[src/rtl/sram_arbiter.sv]
// ---------------------------------------------------------------------------
// sram_arbiter
//
// Arbitrates NUM_REQ requesters onto one single-port synchronous SRAM.
// Grants are combinational from the current requests and the arbiter state,
// so a granted request reaches the SRAM pins in the same cycle.  Read data
// comes back one cycle later on the shared rdata bus and is tagged by a
// one-hot rvalid pulse that names the requester that issued the read.
//
// Arbitration: round robin starting at rr_ptr.  With the SRAM_ARB_LOCK_EN
// macro defined, a granted requester that raises req_lock keeps the grant
// for up to MAX_BURST consecutive cycles (LOCKED state).  Without the macro,
// req_lock is ignored and the arbiter stays in plain round robin; the port
// list is identical in both builds.
//
// Ports
//   clk            in   clock, all state on the rising edge
//   rst            in   synchronous active-high reset
//   req            in   [NUM_REQ]     access request per requester
//   req_lock       in   [NUM_REQ]     keep the grant next cycle
//   req_gwen       in   [NUM_REQ]     0 = write, 1 = read
//   req_addr       in   [NUM_REQ][ADDR_BUS_WIDTH] address per requester
//   req_wdata      in   [NUM_REQ][DATA_BUS_WIDTH] write data per requester
//   gnt            out  [NUM_REQ]     one-hot grant (same cycle)
//   rvalid         out  [NUM_REQ]     one-hot read-data-valid pulse
//   rdata          out  [DATA_BUS_WIDTH] shared read data, 0 when no rvalid
//   mem_sram_CEN   out  SRAM chip enable, active low
//   mem_sram_A     out  SRAM address
//   mem_sram_D     out  SRAM write data
//   mem_sram_GWEN  out  SRAM write enable, 0 = write
//   mem_sram_Q     in   SRAM read data, one cycle after the read edge
// ---------------------------------------------------------------------------
module sram_arbiter #(
  parameter int NUM_REQ        = 2,
  parameter int DATA_BUS_WIDTH = 64,
  parameter int ADDR_BUS_WIDTH = 64,
  parameter int MAX_BURST      = 8
) (
  input  logic                                    clk,
  input  logic                                    rst,
  input  logic [NUM_REQ-1:0]                      req,
  input  logic [NUM_REQ-1:0]                      req_lock,
  input  logic [NUM_REQ-1:0]                      req_gwen,
  input  logic [NUM_REQ-1:0][ADDR_BUS_WIDTH-1:0]  req_addr,
  input  logic [NUM_REQ-1:0][DATA_BUS_WIDTH-1:0]  req_wdata,
  output logic [NUM_REQ-1:0]                      gnt,
  output logic [NUM_REQ-1:0]                      rvalid,
  output logic [DATA_BUS_WIDTH-1:0]               rdata,
  output logic                                    mem_sram_CEN,
  output logic [ADDR_BUS_WIDTH-1:0]               mem_sram_A,
  output logic [DATA_BUS_WIDTH-1:0]               mem_sram_D,
  output logic                                    mem_sram_GWEN,
  input  logic [DATA_BUS_WIDTH-1:0]               mem_sram_Q
);

  localparam int               IDX_W       = $clog2(NUM_REQ);
  localparam logic [IDX_W:0]   NUM_REQ_EXT = (IDX_W + 1)'(NUM_REQ);
  localparam logic [IDX_W-1:0] LAST_IDX    = IDX_W'(NUM_REQ - 1);

  typedef enum logic {
    ST_RR     = 1'b0,
    ST_LOCKED = 1'b1
  } state_t;

  state_t           state_reg, state_next;
  logic [IDX_W-1:0] rr_ptr_reg, rr_ptr_next;

`ifdef SRAM_ARB_LOCK_EN
  // With MAX_BURST = 1 the very first grant already exhausts the burst,
  // so the lock is never entered.
  localparam bit         LOCK_ALLOWED = (MAX_BURST > 1);
  localparam logic [7:0] MAX_BURST_C  = 8'(MAX_BURST);

  logic [IDX_W-1:0] owner_reg, owner_next;
  logic [7:0]       burst_cnt_reg, burst_cnt_next;
  logic [7:0]       burst_inc;
`else
  // req_lock has no effect in this build; fold it into a sink signal.
  logic lock_unused;
  assign lock_unused = ^req_lock;
`endif

  logic             gnt_any;
  logic [IDX_W-1:0] gnt_idx;
  logic             grant_en;
  logic             read_issue;
  logic [NUM_REQ-1:0] rvalid_reg;

  function automatic logic [IDX_W-1:0] wrap_inc(input logic [IDX_W-1:0] idx);
    return (idx == LAST_IDX) ? '0 : idx + 1'b1;
  endfunction

  // -------------------------------------------------------------------------
  // Round-robin search: candidate gi is (rr_ptr + gi) mod NUM_REQ, so the
  // lowest-numbered requesting candidate is the winner.
  // -------------------------------------------------------------------------
  logic [IDX_W-1:0]   cand_idx [NUM_REQ];
  logic [NUM_REQ-1:0] cand_req;
  logic               rr_found;
  logic [IDX_W-1:0]   rr_idx;

  generate
    for (genvar gi = 0; gi < NUM_REQ; gi++) begin : g_cand
      logic [IDX_W:0] sum;
      assign sum          = {1'b0, rr_ptr_reg} + (IDX_W + 1)'(gi);
      assign cand_idx[gi] = (sum >= NUM_REQ_EXT) ? IDX_W'(sum - NUM_REQ_EXT)
                                                 : sum[IDX_W-1:0];
      assign cand_req[gi] = req[cand_idx[gi]];
    end
  endgenerate

  always_comb begin
    rr_found = 1'b0;
    rr_idx   = '0;
    // Walk from the far end so the nearest candidate is written last.
    for (int k = NUM_REQ - 1; k >= 0; k--) begin
      if (cand_req[k]) begin
        rr_found = 1'b1;
        rr_idx   = cand_idx[k];
      end
    end
  end

  // -------------------------------------------------------------------------
  // FSM: state register
  // -------------------------------------------------------------------------
  always_ff @(posedge clk) begin
    if (rst) begin
      state_reg     <= ST_RR;
      rr_ptr_reg    <= '0;
`ifdef SRAM_ARB_LOCK_EN
      owner_reg     <= '0;
      burst_cnt_reg <= '0;
`endif
    end else begin
      state_reg     <= state_next;
      rr_ptr_reg    <= rr_ptr_next;
`ifdef SRAM_ARB_LOCK_EN
      owner_reg     <= owner_next;
      burst_cnt_reg <= burst_cnt_next;
`endif
    end
  end

  // -------------------------------------------------------------------------
  // FSM: next state and grant selection
  // -------------------------------------------------------------------------
  always_comb begin
    state_next     = state_reg;
    rr_ptr_next    = rr_ptr_reg;
    gnt_any        = 1'b0;
    gnt_idx        = rr_idx;
`ifdef SRAM_ARB_LOCK_EN
    owner_next     = owner_reg;
    burst_cnt_next = burst_cnt_reg;
    burst_inc      = burst_cnt_reg + 8'd1;
`endif

    case (state_reg)
      ST_RR: begin
        if (rr_found) begin
          gnt_any     = 1'b1;
          gnt_idx     = rr_idx;
          rr_ptr_next = wrap_inc(rr_idx);
`ifdef SRAM_ARB_LOCK_EN
          if (LOCK_ALLOWED && req_lock[rr_idx]) begin
            state_next     = ST_LOCKED;
            owner_next     = rr_idx;
            burst_cnt_next = 8'd1;
          end
`endif
        end
      end

`ifdef SRAM_ARB_LOCK_EN
      ST_LOCKED: begin
        if (req[owner_reg]) begin
          gnt_any        = 1'b1;
          gnt_idx        = owner_reg;
          burst_cnt_next = burst_inc;
          if (!req_lock[owner_reg] || (burst_inc >= MAX_BURST_C)) begin
            state_next     = ST_RR;
            rr_ptr_next    = wrap_inc(owner_reg);
            burst_cnt_next = '0;
          end
        end else begin
          // Owner dropped its request: give up the lock without a grant.
          state_next     = ST_RR;
          rr_ptr_next    = wrap_inc(owner_reg);
          burst_cnt_next = '0;
        end
      end
`endif

      default: begin
        state_next = ST_RR;
      end
    endcase
  end

  // -------------------------------------------------------------------------
  // Grant decode and SRAM pin mux.  Reset blocks grants combinationally so
  // the SRAM sees an idle bus for every cycle rst is high.
  // -------------------------------------------------------------------------
  assign grant_en = gnt_any & ~rst;

  generate
    for (genvar gi = 0; gi < NUM_REQ; gi++) begin : g_gnt
      assign gnt[gi] = grant_en && (gnt_idx == IDX_W'(gi));
    end
  endgenerate

  assign mem_sram_CEN  = ~grant_en;
  assign mem_sram_GWEN = grant_en ? req_gwen[gnt_idx]  : 1'b1;
  assign mem_sram_A    = grant_en ? req_addr[gnt_idx]  : '0;
  assign mem_sram_D    = grant_en ? req_wdata[gnt_idx] : '0;

  // -------------------------------------------------------------------------
  // Read return: the SRAM answers one cycle after the read edge, so a
  // one-cycle delayed copy of the grant tags the returning data.  Issue
  // order is preserved for free since there is a single slot.
  // -------------------------------------------------------------------------
  assign read_issue = grant_en & req_gwen[gnt_idx];

  always_ff @(posedge clk) begin
    if (rst) begin
      rvalid_reg <= '0;
    end else begin
      rvalid_reg <= read_issue ? gnt : '0;
    end
  end

  // A read granted in the cycle before reset would otherwise surface while
  // rst is high; mask it so reset always wins.
  assign rvalid = rst ? '0 : rvalid_reg;
  assign rdata  = (|rvalid) ? mem_sram_Q : '0;

endmodule

[config.mk]
export PLATFORM = sky130hd
export DESIGN_NAME = sram_arbiter
export DESIGN_NICKNAME = d
export VERILOG_FILES = /design/src/rtl/sram_arbiter.sv
export SDC_FILE = /design/constraint.sdc
export NUM_CORES = 1
export LEC_CHECK = 0
export CAP_MARGIN = 20
export CORE_AREA = 2 2 205 207
export DETAILED_ROUTE_END_ITERATION = 8
export DIE_AREA = 0 0 207 209
export MAX_ROUTING_LAYER = met4
export SYNTH_ARGS = -nofsm -noshare
export SYNTH_HDL_FRONTEND = slang
export SYNTH_SLANG_ARGS = --single-unit
[constraint.sdc]
create_clock -name clk -period 2.6 [get_ports clk]
set_input_delay 0.26 -clock clk [delete_from_list [all_inputs] [get_ports clk]]
set_output_delay 0.26 -clock clk [all_outputs]
set_load 0.01 [all_outputs]
==> results.md <==
- DR pass1 iterations: 4
- Largest net degree at the start of global routing: 82
- Leading cell type in the layout, fill and taps excluded: clkdlybuf4s50_1
- Req. time, crit path: 2340 ps
- Post-DP HPWL: 18.2 mm
- Total GRT Usage: 9.46%
- Cells after Synth: 406
- Min-delay src: rst
- Rows: 75
- Post-CTS Hold Buffers: 0
- IO Pins: 526
- Setup TNS: 0 ps
- Routed len/inst: 15.4 microns
- Pwr/cell area: 196 nW/um^2
- Netlist cell types: 19
- Final setup viols: 0
- CP Capture Type: output port
- MaxCap Viol Count: 0
- Drt total wl: 22.2 mm
- Cell Area, Placed: 8440 sq um
- Yosys top cell area share: 44.8%
- Port bufs: 523
- Max FFs per register: 2
- CP Class: in -> out
- Worst-path clk slew: 30 ps
- Ys Warns: 0
- Core area: 41300 sq um
- Post-CTS Setup Bufs: 0
- GRT overflow: 0
- Worst-path fanout max: 35
- Fin crit period: 2480 ps
- VDD IR max: 0.000133 V
- Clock sink count: 3
- Die area: 43300 sq um
- CTS tree: yes
- Post-CTS sizing: 0
- Layout Skew: 4.54 ps
- Final Max Tran Viols: 0
- Layout Nets: 1228
- H-tree Lvls: 1
- Vias in the first global route: 5341
- Clk root buf: clkbuf_16
- Slew headroom: 64.9%
- Worst R2R Start: rr_ptr_reg$_SDFFE_PP0N_
- Critical path arrival: 2220 ps
- Layout cells sized above 1: 4.23%
- Final hold vios: 0
- Yosys top cell by area: a32oi_1
- Antenna diodes: 0
- Initial Util: 6.05%
- Antenna viol nets, final: 0
- CTS Buf Count: 3
- Initial DRC Count: 316
- Leak: 0.00288 uW
- Residual DRC count: 0
- Via density: 3.75
- Initial antenna violation count: 1
- Period utilization: 95.3%
- Syn_area_per_cell: 6.16 sq um
- Routed vias: 5390
- RSZ-0062 raised after global routing: no
- Type of the tightest min-delay check: in -> reg
- Achievable clock frequency: 0.404 GHz
- Ranking of synthesized cells by area: a32oi_1 45%, nor2_1 20%, and2_1 16%
- Worst-Skew Late Latency: 220 ps
- Sequential-to-total area share from yosys stat: 2.40%
- Status: finished clean
- Layout Area Growth over Synthesis: 241%
- Total Power: 1670 uW
- Yosys reg bits: 3
- Slew @ Worst Pin: 526 ps
- Fill cells: 4605
- Post-route cell area: 8520 sq um
- Clock Tree Buf Depth: 2
- Synthesized cell area: 2500 sq um
- GPL Wtd Cong: 0.880
- Commonest cells after routing, fill and taps aside: 521 x clkdlybuf4s50_1, 132 x nor2_1, 128 x a32oi_1, 64 x and2_1, 22 x buf_4
- Syn Nets: 734
- Chip width: 207 microns
- Critical path launch point type: input port
- Crit path from: req[0]
- First-pass GRT wire length: 32.0 mm
- Die H: 209 microns
[critical path, cell delays in order]
cell	delay [ps]
clkdlybuf4s50_1	490
a21boi_4	290
buf_12	230
buf_4	160
a32oi_1	70
nor2_1	120
clkdlybuf4s50_1	550
[final cells by class]
type | count | area [sq um] | share of cell area, %
Timing Repair Buffer | 553 | 5580 | 65.5
Multi-Input combinational cell | 339 | 2130 | 25.0
Tap cell | 539 | 674 | 7.92
Clock buffer | 4 | 78.8 | 0.925
Sequential cell | 3 | 60.1 | 0.705
[synth_stat cells]
master and n:
a21boi_4 1, a21oi_1 1, a32oi_1 128, and2_1 64, buf_1 1, buf_2 28
buf_4 7, buf_6 1, buf_8 1, clkbuf_1 25, clkbuf_4 1, dfxtp_1 3
nand2_1 4, nand2b_1 2, nor2_1 133, nor2b_1 2, nor3b_1 2, o21bai_1 1
o31a_1 1
[per-layer routing]
layer | global-route usage (%) | wire (microns)
met1 | 12.4 | 9730
met3 | 1.97 | 1790
met5 | - | 0
met2 | 15.5 | 10500
met4 | 0.985 | 174
[kinds of logic (layout without fill, tap and decap cells)]
family / after synthesis / count (layout) / synth area share [%]
AOI/OAI and AO/OA: 132 / 132 / 46.4
DFF: 3 / 3 / 2.40
and+or+nand+nor: 207 / 207 / 38.2
buffers and inverters: 64 / 557 / 13.0
[final timing paths]
path	endpoint	slack, ps	depth (start not counted)
max	mem_sram_A[57]	120	7
min	rvalid_reg[0]$_SDFF_PP0_	550	3
max reg2reg	rvalid_reg[1]$_SDFF_PP0_	1240	4
min reg2reg	rr_ptr_reg$_SDFFE_PP0N_	590	2
[where the power goes]
| part | switching, uW | internal (uW) |
|---|---|---|
| Sequential | 3.00 | 48.7 |
| Combinational | 520 | 853 |
| Clock | 45.8 | 203 |
| Total | 569 | 1100 |
[metrics by stage]
step	utilization, %	hold WS, ps	cells	setup slack, ps
after detailed placement	20.4	585	1434	131
after global placement	20.4	580	1434	134
final	20.6	548	1438	123
after global routing	20.6	586	1438	30.9
after CTS	20.6	558	1438	114
after floorplan	-	409	406	1200
Note: power is estimated with default switching activity, not from simulation.
